<file path="config.mk">
export PLATFORM = sky130hd
export DESIGN_NAME = div_seq_ctrl_flat
export DESIGN_NICKNAME = d
export VERILOG_FILES = /design/src/rtl/div_seq_ctrl_if.sv /design/src/rtl/div_seq_ctrl.sv /design/src/flat_wrapper.sv
export SDC_FILE = /design/constraint.sdc
export NUM_CORES = 1
export LEC_CHECK = 0
export BUFFER_PORTS_ARGS = -buffer_cell sky130_fd_sc_hd__clkbuf_2
export CORE_MARGIN = 2
export CORE_UTILIZATION = 48
export DETAILED_ROUTE_END_ITERATION = 8
export PLACE_DENSITY = 0.66
export SETUP_SLACK_MARGIN = 0.2
export SKIP_LAST_GASP = 1
export SLEW_MARGIN = 20
export SYNTH_ARGS = -nofsm -noshare
export SYNTH_HDL_FRONTEND = slang
export SYNTH_SLANG_ARGS = --single-unit
</file>
<file path="constraint.sdc">
create_clock -name clk -period 3.8 [get_ports clk]
set_clock_uncertainty 0.05 [all_clocks]
set_input_delay 0.19 -clock clk [delete_from_list [all_inputs] [get_ports clk]]
set_output_delay 0.19 -clock clk [all_outputs]
set_load 0.02 [all_outputs]
</file>
<file path="src/rtl/div_seq_ctrl_if.sv">
// Handshake and data bundle between the EX stage and the multi-cycle divide sequencer.
// The master side (EX stage) issues requests; the slave side (sequencer) reports status and result.
interface div_seq_ctrl_if #(
  parameter int XLEN = 32
);
  logic            start;
  logic [2:0]      func3;
  logic [XLEN-1:0] dividend;
  logic [XLEN-1:0] divisor;
  logic            flush;
  logic            busy;
  logic            done;
  logic [XLEN-1:0] result;
  logic            stall;

  modport master (
    output start, func3, dividend, divisor, flush,
    input  busy, done, result, stall
  );

  modport slave (
    input  start, func3, dividend, divisor, flush,
    output busy, done, result, stall
  );
endinterface

</file>
<file path="src/rtl/div_seq_ctrl.sv">
// RV32M DIV/DIVU/REM/REMU sequencer: radix-2 restoring divider with sign pre/post-correction.
// It stalls EX until the one-cycle done pulse; a flush aborts the operation and leaves result untouched.
module div_seq_ctrl #(
  parameter int XLEN  = 32,
  parameter int CNT_W = 6
) (
  input  logic         clk,
  input  logic         rst_n,
  div_seq_ctrl_if.slave bus
);

  typedef enum logic [2:0] {
    S_IDLE,
    S_PREP,
    S_CALC,
    S_FIX,
    S_DONE
  } state_t;

  state_t r_state;
  state_t w_next;

  logic [XLEN-1:0]  r_a;
  logic [XLEN-1:0]  r_b;
  logic [XLEN-1:0]  r_rem;
  logic [XLEN-1:0]  r_quo;
  logic [CNT_W-1:0] r_cnt;
  logic             r_signed;
  logic             r_sel_rem;
  logic             r_neg_q;
  logic             r_neg_r;
  logic [XLEN-1:0]  r_result;

  logic            w_accept;
  logic            w_div0;
  logic            w_ovf;
  logic            w_a_neg;
  logic            w_b_neg;
  logic [XLEN-1:0] w_a_abs;
  logic [XLEN-1:0] w_b_abs;
  logic [XLEN:0]   w_shift;
  logic [XLEN:0]   w_trial;
  logic [XLEN-1:0] w_q_fix;
  logic [XLEN-1:0] w_r_fix;
  logic            w_last;
  logic            w_busy;
  logic            w_done;

  assign w_accept = bus.start & bus.func3[2] & ~bus.flush;
  assign w_div0   = (r_b == '0);
  assign w_ovf    = r_signed & (r_a == {1'b1, {(XLEN-1){1'b0}}}) & (r_b == '1);
  assign w_a_neg  = r_signed & r_a[XLEN-1];
  assign w_b_neg  = r_signed & r_b[XLEN-1];
  assign w_a_abs  = w_a_neg ? (~r_a + 1'b1) : r_a;
  assign w_b_abs  = w_b_neg ? (~r_b + 1'b1) : r_b;

  // Shifted partial remainder can reach 2*divisor, so the trial needs one extra bit;
  // its MSB doubles as the "trial went negative" flag.
  assign w_shift  = {r_rem, r_quo[XLEN-1]};
  assign w_trial  = w_shift - {1'b0, r_b};
  assign w_last   = (r_cnt == CNT_W'(XLEN - 1));

  assign w_q_fix  = r_neg_q ? (~r_quo + 1'b1) : r_quo;
  assign w_r_fix  = r_neg_r ? (~r_rem + 1'b1) : r_rem;

  always_ff @(posedge clk or negedge rst_n) begin
    if (!rst_n) begin
      r_state <= S_IDLE;
    end else begin
      r_state <= w_next;
    end
  end

  always_comb begin
    w_next = r_state;
    w_busy = 1'b0;
    w_done = 1'b0;
    case (r_state)
      S_IDLE: begin
        if (w_accept) w_next = S_PREP;
      end
      S_PREP: begin
        w_busy = 1'b1;
        w_next = (w_div0 || w_ovf) ? S_DONE : S_CALC;
      end
      S_CALC: begin
        w_busy = 1'b1;
        if (w_last) w_next = S_FIX;
      end
      S_FIX: begin
        w_busy = 1'b1;
        w_next = S_DONE;
      end
      S_DONE: begin
        w_done = 1'b1;
        w_next = S_IDLE;
      end
      default: w_next = S_IDLE;
    endcase
    if (bus.flush && (r_state != S_IDLE)) w_next = S_IDLE;
  end

  always_ff @(posedge clk or negedge rst_n) begin
    if (!rst_n) begin
      r_a       <= '0;
      r_b       <= '0;
      r_rem     <= '0;
      r_quo     <= '0;
      r_cnt     <= '0;
      r_signed  <= 1'b0;
      r_sel_rem <= 1'b0;
      r_neg_q   <= 1'b0;
      r_neg_r   <= 1'b0;
      r_result  <= '0;
    end else begin
      case (r_state)
        S_IDLE: begin
          if (w_accept) begin
            r_a       <= bus.dividend;
            r_b       <= bus.divisor;
            r_signed  <= ~bus.func3[0];
            r_sel_rem <= bus.func3[1];
          end
        end
        S_PREP: begin
          if (!bus.flush) begin
            if (w_div0) begin
              r_result <= r_sel_rem ? r_a : '1;
            end else if (w_ovf) begin
              r_result <= r_sel_rem ? '0 : r_a;
            end
          end
          // r_b is reused as the magnitude divisor for the iterations
          r_quo   <= w_a_abs;
          r_b     <= w_b_abs;
          r_rem   <= '0;
          r_cnt   <= '0;
          r_neg_q <= w_a_neg ^ w_b_neg;
          r_neg_r <= w_a_neg;
        end
        S_CALC: begin
          r_rem <= w_trial[XLEN] ? w_shift[XLEN-1:0] : w_trial[XLEN-1:0];
          r_quo <= {r_quo[XLEN-2:0], ~w_trial[XLEN]};
          r_cnt <= r_cnt + CNT_W'(1);
        end
        S_FIX: begin
          if (!bus.flush) r_result <= r_sel_rem ? w_r_fix : w_q_fix;
        end
        default: ;
      endcase
    end
  end

  assign bus.busy   = w_busy;
  assign bus.done   = w_done;
  assign bus.result = r_result;
  assign bus.stall  = bus.start & bus.func3[2] & ~w_done & ~bus.flush;

endmodule

</file>
<file path="src/flat_wrapper.sv">
// flat-port wrapper written by rule: the top's interface ports become plain ports
module div_seq_ctrl_flat 
#(
  parameter int XLEN  = 32,
  parameter int CNT_W = 6
)
  (clk, rst_n, bus_start, bus_func3, bus_dividend, bus_divisor, bus_flush, bus_busy, bus_done, bus_result, bus_stall);
  div_seq_ctrl_if #(.XLEN(XLEN)) bus_i ();
  input  logic clk;
  input  logic rst_n;
  input wire logic [$bits(bus_i.start)-1:0] bus_start;
  input wire logic [$bits(bus_i.func3)-1:0] bus_func3;
  input wire logic [$bits(bus_i.dividend)-1:0] bus_dividend;
  input wire logic [$bits(bus_i.divisor)-1:0] bus_divisor;
  input wire logic [$bits(bus_i.flush)-1:0] bus_flush;
  output wire logic [$bits(bus_i.busy)-1:0] bus_busy;
  output wire logic [$bits(bus_i.done)-1:0] bus_done;
  output wire logic [$bits(bus_i.result)-1:0] bus_result;
  output wire logic [$bits(bus_i.stall)-1:0] bus_stall;
  assign bus_i.start = bus_start;
  assign bus_i.func3 = bus_func3;
  assign bus_i.dividend = bus_dividend;
  assign bus_i.divisor = bus_divisor;
  assign bus_i.flush = bus_flush;
  assign bus_busy = bus_i.busy;
  assign bus_done = bus_i.done;
  assign bus_result = bus_i.result;
  assign bus_stall = bus_i.stall;
  div_seq_ctrl #(.XLEN(XLEN), .CNT_W(CNT_W)) u_core (.clk(clk), .rst_n(rst_n), .bus(bus_i));
endmodule
</file>
==> metrics <==
actual slew at the worst max-slew pin=1.09 ns; Synth Warn #=0; synthesized-area fraction occupied by adder cells=0.0407; CP startpoint kind=register; I/O pin count=106; Critical Path AT=3.78 ns; DR pass1 iterations=5; cell area after placement=13100 um2; CTS Buf Count=17; final net count=1665; max-slew violations=0; mean post-synth cell area=8.47 um2; Worst Setup End Kind=register; switching fraction of total power=0.427; Total Power=7980 uW; DRC Markers=0; Combinational Power Share=0.386; vias in the first global route=11.1k; library cells used by synthesis=75; Port Buffer Count=105; CTS tree=yes; start point of the critical path=u_core.r_quo[31]; setup TNS=0 ns; routed len/inst=19.0 um; cell-internal power=4570 uW; share of cells above drive strength 1=0.154; antenna-violating nets left=0; max-cap violations=0; initial antenna violation count=0; worst skew pair latency=0.44 ns; Top FF cell, synth=dfrtp_1; slew margin rel.=0.275; total core area=25000 um2; Total Routed Length=36.0 mm; Reg power frac=0.385; hold slack=0.00721 ns; period utilization=0.907; Initial Util=0.486; complex-gate fraction of the synthesized area=0.269; largest family of logic cells by synthesized area=compound AO/OA/AOI/OAI gates; Bufs on Longest Clock Path=2; Die Width=163 um; initial DRC count=1036; worst setup path category=register to register; global placement routability congestion=0.888; vias per cell=6.10; Hold Path Origin=bus_divisor[3]; status=complete, no violations; post-DP HPWL=25.6 mm; minimum clock period=3.45 ns; Die Height=163 um; row cnt=58; unrepaired setup endpoints after global routing=true; Area Overhead vs Synth=16.4%; CP max FO=9; synth top area cells=dfrtp_1, o21ai_0, a21oi_1; Max Clock Freq=0.290 GHz; Filler cells=2287; switching power=3410 uW; FF+latch count, synth=173; RR Startpoint=u_core.r_quo[31]; DIE AREA=26600 um2; Mapped Nets=1546; antenna fix cells=0; sequential share of the synthesized area=0.356; Hold Path Class=input port to register; CTS Root Cell=clkbuf_16; post-synthesis mux area share=0.0440; Simple-Gate Fraction of Synth Area=0.163; Leak Pwr=0.00622 uW; H-tree lvl count=4; Req. time, crit path=4.13 ns; Worst VDD drop=0.331 mV; Clock transition at path regs=0.08 ns; CTS sink count=173; design area=14200 um2; PwrDens=563 nW/um2; largest net degree at the start of global routing=94; Clk pwr share=0.229; number of synthesized flops with an enable pin=0; ys async rst share=1.00; Synth top area share=0.356; Setup Viol. Count Final=0; total congestion overflow=0; Syn Inst Count=1436; netlist area before placement=12200 um2; Hold Vio Cnt, Final=0; Synth area leader=dfrtp_1; global-route wire length before repair=58.2 mm; Synth Area in XOR/XNOR=0.0828; Tot GR Track Use=0.276; vias after detailed routing=11.6k
==> stage by stage <==
step / util / instances / worst slack, ns
finish: 0.566 / 1898 / 0.353
floorplan: - / 1436 / 0.548
detailed placement: 0.521 / 1817 / 0.287
global placement: 0.521 / 1817 / 0.327
global route: 0.566 / 1898 / 0.178
CTS: 0.564 / 1895 / 0.250
==> Yosys cell counts (8+ instances only) <==
master and number:
and2_1 11, a21oi_1 137, mux2_2 36, buf_2 8
xnor2_1 57, o41ai_1 11, nor2_1 92, o31ai_1 26
or3_1 15, nor4_1 15, clkbuf_1 73, nand4_1 18
inv_1 55, o21ai_0 144, dfrtp_1 173, a31oi_1 14
ha_1 38, o22ai_1 18, xor2_1 58, a211oi_1 8
nand2b_1 9, nand3_1 28, mux2i_1 13, o21ai_1 10
nand2_1 133, nor3_1 41, a22oi_1 36, o211ai_1 25
a21o_1 34
==> placed cells by master, fill, tap and decap left out, types with 4 or more instances in the layout <==
| cell type | instances |
|---|---|
| dfrtp_1 | 173 |
| o21ai_0 | 144 |
| a21oi_1 | 137 |
| nand2_1 | 132 |
| clkbuf_2 | 104 |
| nor2_1 | 91 |
| xor2_1 | 58 |
| xnor2_1 | 57 |
| inv_1 | 55 |
| dlygate4sd3_1 | 46 |
| nor3_1 | 40 |
| ha_1 | 38 |
| a22oi_1 | 36 |
| mux2_2 | 36 |
| a21o_1 | 34 |
| nand3_1 | 28 |
| buf_4 | 27 |
| o31ai_1 | 26 |
| o211ai_1 | 25 |
| nand4_1 | 18 |
| o22ai_1 | 18 |
| clkbuf_16 | 17 |
| or3_1 | 14 |
| a31oi_1 | 14 |
| nor4_1 | 14 |
| mux2i_1 | 13 |
| o41ai_1 | 11 |
| and2_1 | 10 |
| o21ai_1 | 10 |
| nand2b_1 | 9 |
| a211oi_1 | 8 |
| and3_1 | 7 |
| or4_1 | 7 |
| a32oi_1 | 7 |
| inv_8 | 6 |
| or4_4 | 5 |
| a221oi_1 | 5 |
| a22o_1 | 4 |
| buf_12 | 4 |
==> timing repair <==
action,CTS,global route
gates resized for setup,0,4
hold buffers,46,0
setup buffers,0,3
hold endpoints to repair,136,0
endpoints found under the setup margin,0,51
==> state kept, by name (all words and copies together), names as in the netlist <==
signal             flops
u_core.bus.result     32
u_core.r_a            32
u_core.r_b            32
u_core.r_quo          32
u_core.r_rem          32
u_core.r_cnt           6
u_core.r_state         3
u_core.r_neg_q         1
u_core.r_neg_r         1
u_core.r_sel_rem       1
u_core.r_signed        1
==> final timing paths <==
check	to	slack, ns	cells past startpoint
max reg2reg	u_core.r_rem[31]	0.35	12
min in group asynchronous	u_core.r_b[25]	0.35	2
min	u_core.r_b[3]	0.007	3
min reg2reg	u_core.bus.result[8]	0.43	1
max	u_core.r_rem[31]	0.35	12
max in group asynchronous	u_core.r_a[18]	2.58	3
==> critical path, cell delays in order, from the launching register on <==
cell,delay [ns]
dfrtp_1,0.37
inv_1,0.08
ha_1,0.22
fa_1,0.41
nand2b_1,0.18
a21o_1,0.24
a211oi_4,0.35
a2111oi_4,0.14
o2111a_1,0.29
or3_4,0.39
or3_1,0.32
mux2_2,0.28
nand3_2,0.07
==> power by group through the flow <==
stage,combinational [uW],sequential (uW),clock (uW)
finish,3080,3070,1820
floorplan,2330,2820,0
detailed placement,3000,3070,0
global placement,2960,3070,0
global route,3430,3140,1920
CTS,3060,3040,1840
==> routing by layer <==
metal | part of all wire | global-route usage | wire length (um)
met5 | 0 | 0 | 0
met4 | 0.024 | 0.0841 | 852
met3 | 0.063 | 0.0429 | 2260
met1 | 0.45 | 0.381 | 16100
met2 | 0.47 | 0.446 | 16900
==> area by class of cell <==
| class | instances | area [um2] | share of cell area |
|---|---|---|---|
| Inverter | 55 | 206 | 0.0146 |
| Clock inverter | 14 | 164 | 0.0116 |
| Multi-Input combinational cell | 1125 | 7320 | 0.517 |
| Sequential cell | 173 | 4330 | 0.306 |
| Tap cell | 330 | 413 | 0.0292 |
| Timing Repair Buffer | 183 | 1290 | 0.0908 |
| Clock buffer | 18 | 439 | 0.0310 |
==> kinds of logic after synthesis <==
| logic type | count (synthesis) |
|---|---|
| and+or+nand+nor | 404 |
| DFF | 173 |
| muxes | 49 |
| buffers and inverters | 138 |
| AOI/OAI and AO/OA | 518 |
| adders and majority gates | 39 |
| xor gates and xnor gates | 115 |
(Power assumes the default switching activity.)
